### config.mk
export PLATFORM = sky130hd
export DESIGN_NAME = step_pulse_gen_flat
export DESIGN_NICKNAME = d
export VERILOG_FILES = /design/src/rtl/step_pulse_gen_if.sv /design/src/rtl/step_pulse_gen.sv /design/src/flat_wrapper.sv
export SDC_FILE = /design/constraint.sdc
export NUM_CORES = 1
export LEC_CHECK = 0
export ABC_AREA = 1
export CAP_MARGIN = 10
export CORE_ASPECT_RATIO = 1.4
export CORE_UTILIZATION = 55
export DETAILED_ROUTE_END_ITERATION = 7
export PLACE_DENSITY = 0.81
export SYNTH_ARGS = -nofsm -noshare
export SYNTH_HDL_FRONTEND = slang
export SYNTH_SLANG_ARGS = --single-unit
### constraint.sdc
create_clock -name clk -period 3.3 [get_ports clk]
set_input_delay 0.99 -clock clk [delete_from_list [all_inputs] [get_ports clk]]
set_output_delay 0.99 -clock clk [all_outputs]
set_load 0.05 [all_outputs]
### src/rtl/step_pulse_gen_if.sv
// Step/direction generator bus: move requests and rate clock in, driver pins and status out.
interface step_pulse_gen_if #(
  parameter int COUNT_BITS = 32
);
  logic                  rate_clk;
  logic                  start;
  logic                  dir_in;
  logic [COUNT_BITS-1:0] steps;
  logic                  abort;
  logic                  step;
  logic                  dir;
  logic                  busy;
  logic                  done;
  logic                  overrun;
  logic [COUNT_BITS-1:0] position;
  logic [COUNT_BITS-1:0] remaining;

  modport master (
    output rate_clk, start, dir_in, steps, abort,
    input  step, dir, busy, done, overrun, position, remaining
  );

  modport slave (
    input  rate_clk, start, dir_in, steps, abort,
    output step, dir, busy, done, overrun, position, remaining
  );
endinterface

### src/rtl/step_pulse_gen.sv
// Turns rate-clock rising edges into width-guaranteed step pulses with direction setup,
// one relative move per start, and a wrapping signed position counter.
module step_pulse_gen #(
  parameter int COUNT_BITS  = 32,
  parameter int PULSE_WIDTH = 16,
  parameter int DIR_SETUP   = 8
) (
  input logic             clk,
  input logic             rst,
  step_pulse_gen_if.slave sp
);
  localparam int MAX_CNT = (PULSE_WIDTH > DIR_SETUP) ? PULSE_WIDTH : DIR_SETUP;
  localparam int CNT_W   = $clog2(MAX_CNT + 1);

  typedef enum logic [2:0] {
    ST_IDLE,
    ST_SETUP,
    ST_WAIT,
    ST_HIGH,
    ST_LOW,
    ST_FINISH
  } state_t;

  state_t                r_state;
  state_t                w_nextState;
  logic [CNT_W-1:0]      r_cnt;
  logic                  r_rateQ;
  logic                  r_pending;
  logic                  r_step;
  logic                  r_dir;
  logic                  r_busy;
  logic                  r_done;
  logic                  r_overrun;
  logic [COUNT_BITS-1:0] r_position;
  logic [COUNT_BITS-1:0] r_remaining;
  logic                  w_tick;
  logic                  w_accept;
  logic                  w_fire;
  logic                  w_inPulse;

  assign w_tick    = sp.rate_clk & ~r_rateQ;
  assign w_accept  = (r_state == ST_IDLE) & sp.start;
  assign w_fire    = (r_state == ST_WAIT) & (w_nextState == ST_HIGH);
  assign w_inPulse = (r_state == ST_HIGH) | (r_state == ST_LOW);

  always_comb begin
    w_nextState = r_state;
    case (r_state)
      ST_IDLE: begin
        if (sp.start) begin
          w_nextState = (sp.steps == '0) ? ST_FINISH : ST_SETUP;
        end
      end
      ST_SETUP: begin
        if (r_cnt == CNT_W'(DIR_SETUP - 1)) begin
          w_nextState = ST_WAIT;
        end
      end
      // A buffered or fresh tick outranks abort, so the last requested pulse still goes out.
      ST_WAIT: begin
        if (w_tick || r_pending) begin
          w_nextState = ST_HIGH;
        end else if (sp.abort) begin
          w_nextState = ST_FINISH;
        end
      end
      ST_HIGH: begin
        if (r_cnt == CNT_W'(PULSE_WIDTH - 1)) begin
          w_nextState = ST_LOW;
        end
      end
      ST_LOW: begin
        if (r_cnt == CNT_W'(PULSE_WIDTH - 1)) begin
          w_nextState = ((r_remaining == '0) || sp.abort) ? ST_FINISH : ST_WAIT;
        end
      end
      ST_FINISH: w_nextState = ST_IDLE;
      default:   w_nextState = ST_IDLE;
    endcase
  end

  always_ff @(posedge clk or posedge rst) begin
    if (rst) begin
      r_state <= ST_IDLE;
      r_cnt   <= '0;
      r_rateQ <= 1'b0;
    end else begin
      r_state <= w_nextState;
      r_rateQ <= sp.rate_clk;
      if (w_nextState != r_state) begin
        r_cnt <= '0;
      end else if ((r_state == ST_SETUP) || w_inPulse) begin
        r_cnt <= r_cnt + CNT_W'(1);
      end
    end
  end

  always_ff @(posedge clk or posedge rst) begin
    if (rst) begin
      r_step      <= 1'b0;
      r_dir       <= 1'b0;
      r_busy      <= 1'b0;
      r_done      <= 1'b0;
      r_overrun   <= 1'b0;
      r_pending   <= 1'b0;
      r_position  <= '0;
      r_remaining <= '0;
    end else begin
      r_step <= (w_nextState == ST_HIGH);
      r_done <= (r_state == ST_FINISH);
      if (r_state == ST_FINISH) begin
        r_busy <= 1'b0;
      end
      if (w_accept) begin
        r_dir       <= sp.dir_in;
        r_remaining <= sp.steps;
        r_overrun   <= 1'b0;
        r_pending   <= 1'b0;
        r_busy      <= 1'b1;
      end
      if (w_fire) begin
        r_pending  <= 1'b0;
        r_position <= r_dir ? (r_position + COUNT_BITS'(1)) : (r_position - COUNT_BITS'(1));
        if (r_remaining != '0) begin
          r_remaining <= r_remaining - COUNT_BITS'(1);
        end
      end
      // Only one tick can be buffered while a pulse and its low time are in progress.
      if (w_inPulse && w_tick) begin
        if (r_pending) begin
          r_overrun <= 1'b1;
        end else begin
          r_pending <= 1'b1;
        end
      end
    end
  end

  assign sp.step      = r_step;
  assign sp.dir       = r_dir;
  assign sp.busy      = r_busy;
  assign sp.done      = r_done;
  assign sp.overrun   = r_overrun;
  assign sp.position  = r_position;
  assign sp.remaining = r_remaining;
endmodule

### src/flat_wrapper.sv
// flat-port wrapper written by rule: the top's interface ports become plain ports
module step_pulse_gen_flat 
#(
  parameter int COUNT_BITS  = 32,
  parameter int PULSE_WIDTH = 16,
  parameter int DIR_SETUP   = 8
)
  (clk, rst, sp_rate_clk, sp_start, sp_dir_in, sp_steps, sp_abort, sp_step, sp_dir, sp_busy, sp_done, sp_overrun, sp_position, sp_remaining);
  step_pulse_gen_if #(.COUNT_BITS(COUNT_BITS)) sp_i ();
  input logic clk;
  input logic rst;
  input wire logic [$bits(sp_i.rate_clk)-1:0] sp_rate_clk;
  input wire logic [$bits(sp_i.start)-1:0] sp_start;
  input wire logic [$bits(sp_i.dir_in)-1:0] sp_dir_in;
  input wire logic [$bits(sp_i.steps)-1:0] sp_steps;
  input wire logic [$bits(sp_i.abort)-1:0] sp_abort;
  output wire logic [$bits(sp_i.step)-1:0] sp_step;
  output wire logic [$bits(sp_i.dir)-1:0] sp_dir;
  output wire logic [$bits(sp_i.busy)-1:0] sp_busy;
  output wire logic [$bits(sp_i.done)-1:0] sp_done;
  output wire logic [$bits(sp_i.overrun)-1:0] sp_overrun;
  output wire logic [$bits(sp_i.position)-1:0] sp_position;
  output wire logic [$bits(sp_i.remaining)-1:0] sp_remaining;
  assign sp_i.rate_clk = sp_rate_clk;
  assign sp_i.start = sp_start;
  assign sp_i.dir_in = sp_dir_in;
  assign sp_i.steps = sp_steps;
  assign sp_i.abort = sp_abort;
  assign sp_step = sp_i.step;
  assign sp_dir = sp_i.dir;
  assign sp_busy = sp_i.busy;
  assign sp_done = sp_i.done;
  assign sp_overrun = sp_i.overrun;
  assign sp_position = sp_i.position;
  assign sp_remaining = sp_i.remaining;
  step_pulse_gen #(.COUNT_BITS(COUNT_BITS), .PULSE_WIDTH(PULSE_WIDTH), .DIR_SETUP(DIR_SETUP)) u_core (.clk(clk), .rst(rst), .sp(sp_i));
endmodule
==> impl_metrics.tcl, run 1 <==
set metrics [dict create \
    synth_ff_type "dfrtp_1" \
    grt.overflow.total 0 \
    yosysTopAreaCell "dfrtp_1" \
    netlist_instances 1179 \
    syn2layout_area_growth_pct 21.4 \
    dp_hpwl_um 17100 \
    powerDensity_nw_per_um2 1000 \
    synth_cell_types 39 \
    end_kind "output port" \
    grt_max_degree 57 \
    cts.path.max_buffers 2 \
    post-cts-setup-buffers 0 \
    ctsHoldBuffers 0 \
    cts_tree "built" \
    netlist_area_um2 7230 \
    initial_core_util_pct 56.4 \
    num_vias 7679 \
    tightest_slew_ns 0.726 \
    wl_um 21500 \
    max_slew_margin_pct 51.3 \
    cp.required_ns 2.31 \
    slowest_delay_ns 0.87 \
    synth.net_count 1251 \
    yosysMostFrequentCell "nand2_1" \
    hp-class "reg2reg" \
    fin_tns_setup_ns 0 \
    via_per_inst 5.32 \
    ant_nets 0 \
    yosysWarningCount 0 \
    synth_area_leaders "dfrtp_1 27%, nand2_1 22%, inv_1 8.8%, nor2_1 7.4%, o21ai_0 5.9%" \
    routedWlPerCell_um 14.9 \
    hold_violations 0 \
    grt_pass1_wl_um 34400 \
    crit_chain "clkdlybuf4s50_1" \
    synth.yosys.seq_area_share_pct 27.3 \
    drc 0 \
    port_buffers 106 \
    grt_pass1_vias 7200 \
    max_freq_ghz 0.367 \
    clk_latency_ns 0.34 \
    period_share_pct 82.6 \
    fin_hold_ws_ns 0.494 \
    grt_usage_pct 32.6 \
    crit_path_start_kind "flip-flop" \
    power.total_uw 8820 \
    crit_type "reg2out" \
    cts_sinks 79 \
    dr.pass1.iters 5 \
    worstPathArrival_ns 1.74 \
    antenna_cells 0 \
    leakagePower_uw 0.00467 \
    maxCapViolCount 0 \
    layout_min_cycle_time_ns 2.73 \
    gp_congestion 0.966 \
    core_um2 12800 \
    pin_count 107 \
    fin_nets 1358 \
    path_clk_slew_ns 0.06 \
    die_y_um 138 \
    antenna_found_initial 0 \
    synth_seq_cells 79 \
    cts_max_level 3 \
    crit_fanout 6 \
    path_buf_inv 1 \
    slew_violations 0 \
    fill_cells 1172 \
    root_buffer "clkbuf_16" \
    setup_violations 0 \
    cts_made_buffers 9 \
    layout-drive-gt1-share_pct 4.65 \
    outcome "finished clean" \
    peakVddDrop_uv 574 \
    num_rows 49 \
    synth_commonest_cells "424 x nand2_1, 170 x inv_1, 142 x nor2_1, 85 x o21ai_0, 79 x dfrtp_1" \
    die_w_um 98.9 \
    syn_area_per_cell_um2 6.13 \
    cp_slowest_cell "clkdlybuf4s50_1" \
    yosys.area.top_type_share_pct 27.3 \
    drtIter0Drc 391 \
    critPathTopFamily "buffers and inverters" \
    synthArstFlopShare_pct 100 \
    post_cts_resized 0 \
    fp.dieArea_um2 13600 \
    synth-edff-count 0 \
    fin_skew_ns 0.00718 \
    rsz0062_at_grt "false" \
]
-- path summary, 6_finish.rpt --
kind                                                    from                                 end  slack (ns)  cells after the start
setup reg to reg                   u_core.sp.dir$_DFFE_PP0P_  u_core.sp.position[31]$_DFFE_PP0N_        0.65                     15
max in group asynchronous                                rst   u_core.sp.remaining[20]$_DFF_PP0_        1.56                      3
hold / removal                   u_core.sp.overrun$_DFF_PP0_         u_core.sp.overrun$_DFF_PP0_        0.49                      2
hold reg to reg                  u_core.sp.overrun$_DFF_PP0_         u_core.sp.overrun$_DFF_PP0_        0.49                      2
min in group asynchronous                                rst   u_core.sp.position[7]$_DFFE_PP0N_        1.07                      2
setup / recovery           u_core.sp.position[0]$_DFFE_PP0N_                      sp_position[0]        0.57                      1
-- routing by layer --
layer,vias up,part of all wire (%),GRT usage (%)
li1,3922,-,-
met1,3478,38,35.2
met2,206,51,60.0
met3,73,3.5,3.50
met4,0,6.7,22.1
met5,-,0,0
-- power by group --
part           total (uW)  leakage, uW  internal (uW)  switching (uW)
Sequential           1780      0.00103           1320             457
Clock                1030     0.000145            603             424
Combinational        6010      0.00349           1970            4040
Total                8820      0.00467           3900            4920
-- cells by family after synthesis --
logic type                 count (synthesis)  synth area share, %
and+or+nand+nor                          682                 39.0
buffers and inverters                    195                 10.9
AOI/OAI and AO/OA                        140                 10.6
DFF                                       79                 27.3
xor gates and xnor gates                  38                 4.60
adders and majority gates                 34                 5.99
muxes                                     11                 1.52
-- registers in the layout (all words and copies together) (netlist names) --
signal and count:
u_core.sp.busy 1, u_core.sp.dir 1, u_core.sp.done 1, u_core.sp.overrun 1, u_core.r_pending 1, u_core.sp.step 1
u_core.sp.remaining 32, u_core.r_rateQ 1, u_core.sp.position 32, u_core.r_state 3, u_core.r_cnt 5
-- cell type report --
| cell class | count | area, um^2 | share of cell area [%] |
|---|---|---|---|
| multi-input combinational | 905 | 4470 | 50.9 |
| sequential | 79 | 1980 | 22.5 |
| timing repair buffer | 119 | 1200 | 13.6 |
| inverter | 172 | 647 | 7.37 |
| clock buffer | 10 | 239 | 2.72 |
| tap | 153 | 191 | 2.18 |
| clock inverter | 5 | 56.3 | 0.642 |
-- stage by stage --
step | cell area, um^2 | util [%] | worst slack [ns] | std cells
6_report | 8780 | 68.5 | 0.575 | 1443
5_1_grt | 8780 | 68.5 | 0.514 | 1443
4_1_cts | 8780 | 68.5 | 0.553 | 1443
3_5_place_dp | 8480 | 66.2 | 0.442 | 1428
3_3_place_gp | 8480 | 66.2 | 0.486 | 1428
2_1_floorplan | 7230 | - | 0.287 | 1179
-- placed cells by master, fill, tap and decap left out, types with 10 or more instances in the layout --
master and count:
dfrtp_1 79, buf_4 10, xor2_1 22, a21oi_1 30
nand2_1 424, o21ai_2 11, ha_1 33, nand3_1 51
xnor2_1 16, mux2i_1 11, o21ai_0 85, nor3_1 13
inv_1 169, nand4_1 26, nor2_1 141, clkdlybuf4s50_1 106
Note: power is estimated with default switching activity, not from simulation.
==> inputs of run 2 (changes only) <==
==> constraint.sdc (replaced) <==
create_clock -name clk -period 2.7 [get_ports clk]
set_input_delay 0.81 -clock clk [delete_from_list [all_inputs] [get_ports clk]]
set_output_delay 0.81 -clock clk [all_outputs]
set_load 0.05 [all_outputs]
==> run 2 against run 1 <==
Against the previous run:
- via count up 1.2%
- clock power up 22%
- clock-buffer cell count up 2
- critical path type unchanged
- largest cell class unchanged
- highest routed layer unchanged
==> impl_metrics.tcl, run 2 (synthesis results as in run 1) <==
set metrics [dict create \
    period_share_pct 92.8 \
    num_vias 7769 \
    wl_um 22200 \
    instances_no_fill 1453 \
    switching_power_uw 6040 \
    die_y_um 138 \
    cp_num_cells 1 \
    grt_pass1_wl_um 35600 \
    tightest_slew_ns 0.729 \
    slew_violations 0 \
    port_buffers 106 \
    hp-class "reg2reg" \
    layout_common_cells "424 x nand2_1, 169 x inv_1, 141 x nor2_1" \
    core_um2 12800 \
    ant_nets 0 \
    crit_chain "clkdlybuf4s50_1" \
    switching_share_pct 55.2 \
    leakagePower_uw 0.00475 \
    placed_area_um2 8650 \
    worstPathArrival_ns 1.69 \
    rsz0062_at_grt "false" \
    hold_violations 0 \
    fin_skew_ns 0.0101 \
    maxCapViolCount 0 \
    fill_cells 1142 \
    antenna_found_initial 0 \
    drtIter0Drc 280 \
    die_w_um 98.9 \
    syn2layout_area_growth_pct 23.9 \
    setup_violations 0 \
    p_int_uw 4900 \
    cts_max_level 3 \
    num_rows 49 \
    critPathTopFamily "buffers and inverters" \
    r2r_slack_ns 0.22 \
    fp.dieArea_um2 13600 \
    path_clk_slew_ns 0.07 \
    ctsHoldBuffers 0 \
    root_buffer "clkbuf_16" \
    crit_fanout 5 \
    pin_count 107 \
    setup_ws_ns 0.195 \
    crit_type "reg2out" \
    crit_path_start_kind "flip-flop" \
    path_buf_inv 1 \
    p_clk_share_pct 11.5 \
    fin_nets 1368 \
    cts.path.max_buffers 2 \
    initial_core_util_pct 56.4 \
    dp_hpwl_um 17700 \
    dr.pass1.iters 5 \
    clk_latency_ns 0.34 \
    layout-drive-gt1-share_pct 5.38 \
    p_comb_share_pct 68.7 \
    worstHoldPathCells 2 \
    antenna_cells 0 \
    powerDensity_nw_per_um2 1220 \
    outcome "finished clean" \
    end_kind "output port" \
    via_per_inst 5.35 \
    grt_max_degree 45 \
    p_seq_share_pct 19.8 \
    r2r.worst_path.cells 14 \
    drc 0 \
    layout_min_cycle_time_ns 2.50 \
    rr_startpoint "u_core.sp.dir$_DFFE_PP0P_" \
    grt_pass1_vias 7472 \
    dp_cells 1438 \
    routedWlPerCell_um 15.3 \
    cp_slowest_cell "clkdlybuf4s50_1" \
    cts_tree "built" \
    grt_usage_pct 33.8 \
    slowest_delay_ns 0.86 \
    cp.required_ns 1.89 \
    max_freq_ghz 0.399 \
    power.total_uw 10900 \
    reg2reg_to "u_core.sp.position[27]$_DFFE_PP0N_" \
    gp_congestion 1.00 \
    max_slew_margin_pct 51.0 \
    hold_end "u_core.sp.overrun$_DFF_PP0_" \
    post-cts-setup-buffers 0 \
    peakVddDrop_uv 833 \
    cts_made_buffers 9 \
    fin_area_um2 8950 \
    cts_sinks 79 \
    hold_start "u_core.sp.overrun$_DFF_PP0_" \
    grt.overflow.total 0 \
    post-place-ws_ns -0.157 \
    final_common_cell "nand2_1" \
]
[run 2: changes by cell type in the layout (fill, tap and decap cells not counted), sizes merged]
cell,change
clkinv,-2
clkinvlp,+1
clkbuf,+2
inv,-1
buf,+10
[run 2: how the worst max path moves through the flow]
| stage | startpoint | end | slack, ns |
|---|---|---|---|
| finish | u_core.sp.remaining[19]$_DFF_PP0_ | sp_remaining[19] | 0.20 |
| global route | u_core.sp.dir$_DFFE_PP0P_ | u_core.sp.position[27]$_DFFE_PP0N_ | 0.05 |
| CTS | u_core.sp.remaining[0]$_DFF_PP0_ | u_core.sp.position[31]$_DFFE_PP0N_ | 0.06 |
| detailed placement | sp_rate_clk | u_core.sp.position[1]$_DFFE_PP0N_ | -0.16 |
| global placement | sp_rate_clk | u_core.sp.remaining[30]$_DFF_PP0_ | -0.08 |
| floorplan | u_core.sp.dir$_DFFE_PP0P_ | u_core.sp.position[31]$_DFFE_PP0N_ | 0.002 |
[run 2: final cells by class]
class                           count  area (um^2)  share of cell area, %
Multi-Input combinational cell    905         4480                   50.0
Clock inverter                      3         42.5                  0.475
Tap cell                          153          191                   2.14
Sequential cell                    79         1980                   22.1
Timing Repair Buffer              129         1360                   15.2
Clock buffer                       12          256                   2.86
Inverter                          172          649                   7.25
[run 2: what timing repair did]
| action | 4_1_cts | 5_1_grt |
|---|---|---|
| endpoints found under the hold margin | 0 | 0 |
| gates resized for setup | 0 | 2 |
| endpoints found under the setup margin | 0 | 21 |
[run 2: per-layer routing]
metal	global-route usage [%]	up-vias	share of wire, %
met3	3.70	69	3.6
met2	65.7	235	54
met4	21.2	0	5.7
met5	0	-	0
li1	-	3942	-
met1	34.1	3523	37
[run 2: metrics by stage]
step	TNS (ns)	hold slack, ns	util [%]
finish	0	0.482	69.9
global route	0	0.519	69.9
CTS	0	0.487	69.8
detailed placement	-2.94	0.472	67.5
global placement	-1.42	0.468	67.5
floorplan	0	0.503	-
[run 2: power groups by stage]
stage	Combinational, uW	Sequential [uW]	Clock (uW)
3_3_place_gp	7350	2180	0
6_report	7520	2170	1260
2_1_floorplan	4060	3350	0
3_5_place_dp	7440	2180	0
4_1_cts	7480	2160	1270
5_1_grt	8290	2230	1310
==> inputs of run 3 (changes only) <==
--- a/config.mk
+++ b/config.mk
@@ -10,7 +10,7 @@
 export CORE_ASPECT_RATIO = 1.4
 export CORE_UTILIZATION = 55
 export DETAILED_ROUTE_END_ITERATION = 7
-export PLACE_DENSITY = 0.81
+export PLACE_DENSITY_LB_ADDON = 0.05
 export SYNTH_ARGS = -nofsm -noshare
 export SYNTH_HDL_FRONTEND = slang
 export SYNTH_SLANG_ARGS = --single-unit
==> run 3 against run 2 <==
Against the previous run:
- final cell count down 0.28%
- power up 1.7%
- combinational power down 0.7%
- critical path depth up 12
- sequential share of layout area about the same
- wire length down 2.4%
- clock skew up 0.0015 ns
- worst setup slack worse by 0.017 ns
- worst hold slack better by 0.016 ns
- largest cell class unchanged
- largest power group unchanged
- highest routed layer unchanged
==> impl_metrics.tcl, run 3 (synthesis results as in run 1) <==
set metrics [dict create \
    rr_startpoint "u_core.sp.dir$_DFFE_PP0P_" \
    slowest_delay_ns 0.42 \
    routedWlPerCell_um 14.9 \
    drc 0 \
    hold_end "u_core.sp.overrun$_DFF_PP0_" \
    hold_start "u_core.sp.overrun$_DFF_PP0_" \
    syn2layout_area_growth_pct 23.8 \
    worstPathArrival_ns 2.79 \
    layout-drive-gt1-share_pct 5.25 \
    clk_latency_ns 0.35 \
    fin_tns_setup_ns 0 \
    path_buf_inv 2 \
    crit_chain "inv_1 > buf_4 > ha_1 > or2_2 > nand3_1 > nand2_1 > nand2_1 > nand2_1 > nand2_1 > nand3_1 > nand2_1 > nand2_1 > o21ai_0" \
    r2r.worst_path.cells 13 \
    grt_pass1_wl_um 34800 \
    via_per_inst 5.32 \
    max_slew_margin_pct 60.5 \
    fp.dieArea_um2 13600 \
    fin_nets 1363 \
    num_rows 49 \
    die_y_um 138 \
    path_clk_slew_ns 0.07 \
    cts_sinks 79 \
    max_freq_ghz 0.396 \
    root_buffer "clkbuf_16" \
    gp_congestion 1.07 \
    maxCapViolCount 0 \
    num_vias 7704 \
    cts_made_buffers 9 \
    worstHoldPathCells 2 \
    cts.path.max_buffers 2 \
    wl_um 21700 \
    dr.pass1.iters 5 \
    ant_nets 0 \
    pin_count 107 \
    grt.overflow.total 0 \
    layout_min_cycle_time_ns 2.52 \
    grt_max_degree 49 \
    fin_skew_ns 0.0116 \
    cp_slowest_cell "dfrtp_1" \
    end_kind "flip-flop" \
    layout_common_cells "423 x nand2_1, 169 x inv_1, 141 x nor2_1" \
    peakVddDrop_uv 669 \
    crit_type "reg2reg" \
    initial_core_util_pct 56.4 \
    antenna_found_initial 0 \
    cts_max_level 3 \
    outcome "finished clean" \
    die_w_um 98.9 \
    power.total_uw 11100 \
    hp-class "reg2reg" \
    leakagePower_uw 0.00474 \
    tightest_slew_ns 0.588 \
    port_buffers 106 \
    powerDensity_nw_per_um2 1240 \
    grt_usage_pct 33.0 \
    cp_common_cell "nand2_1" \
    period_share_pct 93.4 \
    final_common_cell "nand2_1" \
    fin_hold_ws_ns 0.498 \
    drtIter0Drc 379 \
    dp_hpwl_um 17100 \
    regArea_um2 1980 \
    slew_violations 0 \
    multi_input_area_um2 4480 \
    hold_violations 0 \
    reg2reg_to "u_core.sp.position[25]$_DFFE_PP0N_" \
    grt_pass1_vias 7239 \
    crit_fanout 15 \
    critPathTopFamily "simple AND/OR/NAND/NOR gates" \
    r2r_slack_ns 0.18 \
    crit_path_start_kind "flip-flop" \
    core_um2 12800 \
    cp.required_ns 2.97 \
    setup_violations 0 \
    rsz0062_at_grt "false" \
    antenna_cells 0 \
    cts_tree "built" \
    fill_cells 1175 \
]
## run 3: power breakdown
group | switching [uW] | internal [uW] | total [uW]
sequential | 555 | 1610 | 2170
clock | 547 | 936 | 1480
combinational | 4980 | 2490 | 7470
## run 3: timing repair
item,4_1_cts,5_1_grt
hold buffers,0,0
hold endpoints to repair,0,0
gates resized for setup,0,3
endpoints found under the setup margin,0,22
buffers inserted,0,0
## run 3: metrics by stage
step                std cells  util, %  instance area, um^2  setup WS, ns
CTS                      1449     69.8                 8940         0.115
detailed placement       1433     67.0                 8580        -0.159
floorplan                1179        -                 7230       0.00207
global route             1449     69.9                 8950        0.0438
finish                   1449     69.9                 8950         0.178
global placement         1433     67.0                 8580       -0.0498
## run 3: layout make-up
| type | count | share of cell area (%) |
|---|---|---|
| Clock buffer | 10 | 2.67 |
| Clock inverter | 6 | 1.30 |
| Inverter | 172 | 7.25 |
| Multi-Input combinational cell | 905 | 50.1 |
| Sequential cell | 79 | 22.1 |
| Tap cell | 153 | 2.14 |
| Timing Repair Buffer | 124 | 14.5 |
## run 3: worst register-to-register path, cell delays in order, from the launching register on
cell and delay (ns):
dfrtp_1 0.42, inv_1 0.13, buf_4 0.25, ha_1 0.34
or2_2 0.32, nand3_1 0.10, nand2_1 0.14, nand2_1 0.09
nand2_1 0.13, nand2_1 0.16, nand3_1 0.08, nand2_1 0.06
nand2_1 0.07, o21ai_0 0.15
## run 3: routing by layer
metal  share of wire, %  global-route usage (%)  vias to the layer above
met5                  0                       0                        -
met1                 39                    36.4                     3507
met4                3.9                    16.4                        0
met3                4.6                    3.40                       48
li1                   -                       -                     3919
met2                 52                    62.5                      230
## run 3: worst max path at each step
stage	from	to	slack, ns	cells after the start
finish	u_core.sp.dir$_DFFE_PP0P_	u_core.sp.position[25]$_DFFE_PP0N_	0.18	13
global route	u_core.sp.dir$_DFFE_PP0P_	u_core.sp.position[25]$_DFFE_PP0N_	0.04	13
CTS	u_core.sp.remaining[0]$_DFF_PP0_	u_core.sp.position[1]$_DFFE_PP0N_	0.11	12
detailed placement	sp_rate_clk	u_core.sp.position[1]$_DFFE_PP0N_	-0.16	11
global placement	sp_rate_clk	u_core.sp.remaining[8]$_DFF_PP0_	-0.05	11
floorplan	u_core.sp.dir$_DFFE_PP0P_	u_core.sp.position[31]$_DFFE_PP0N_	0.002	13
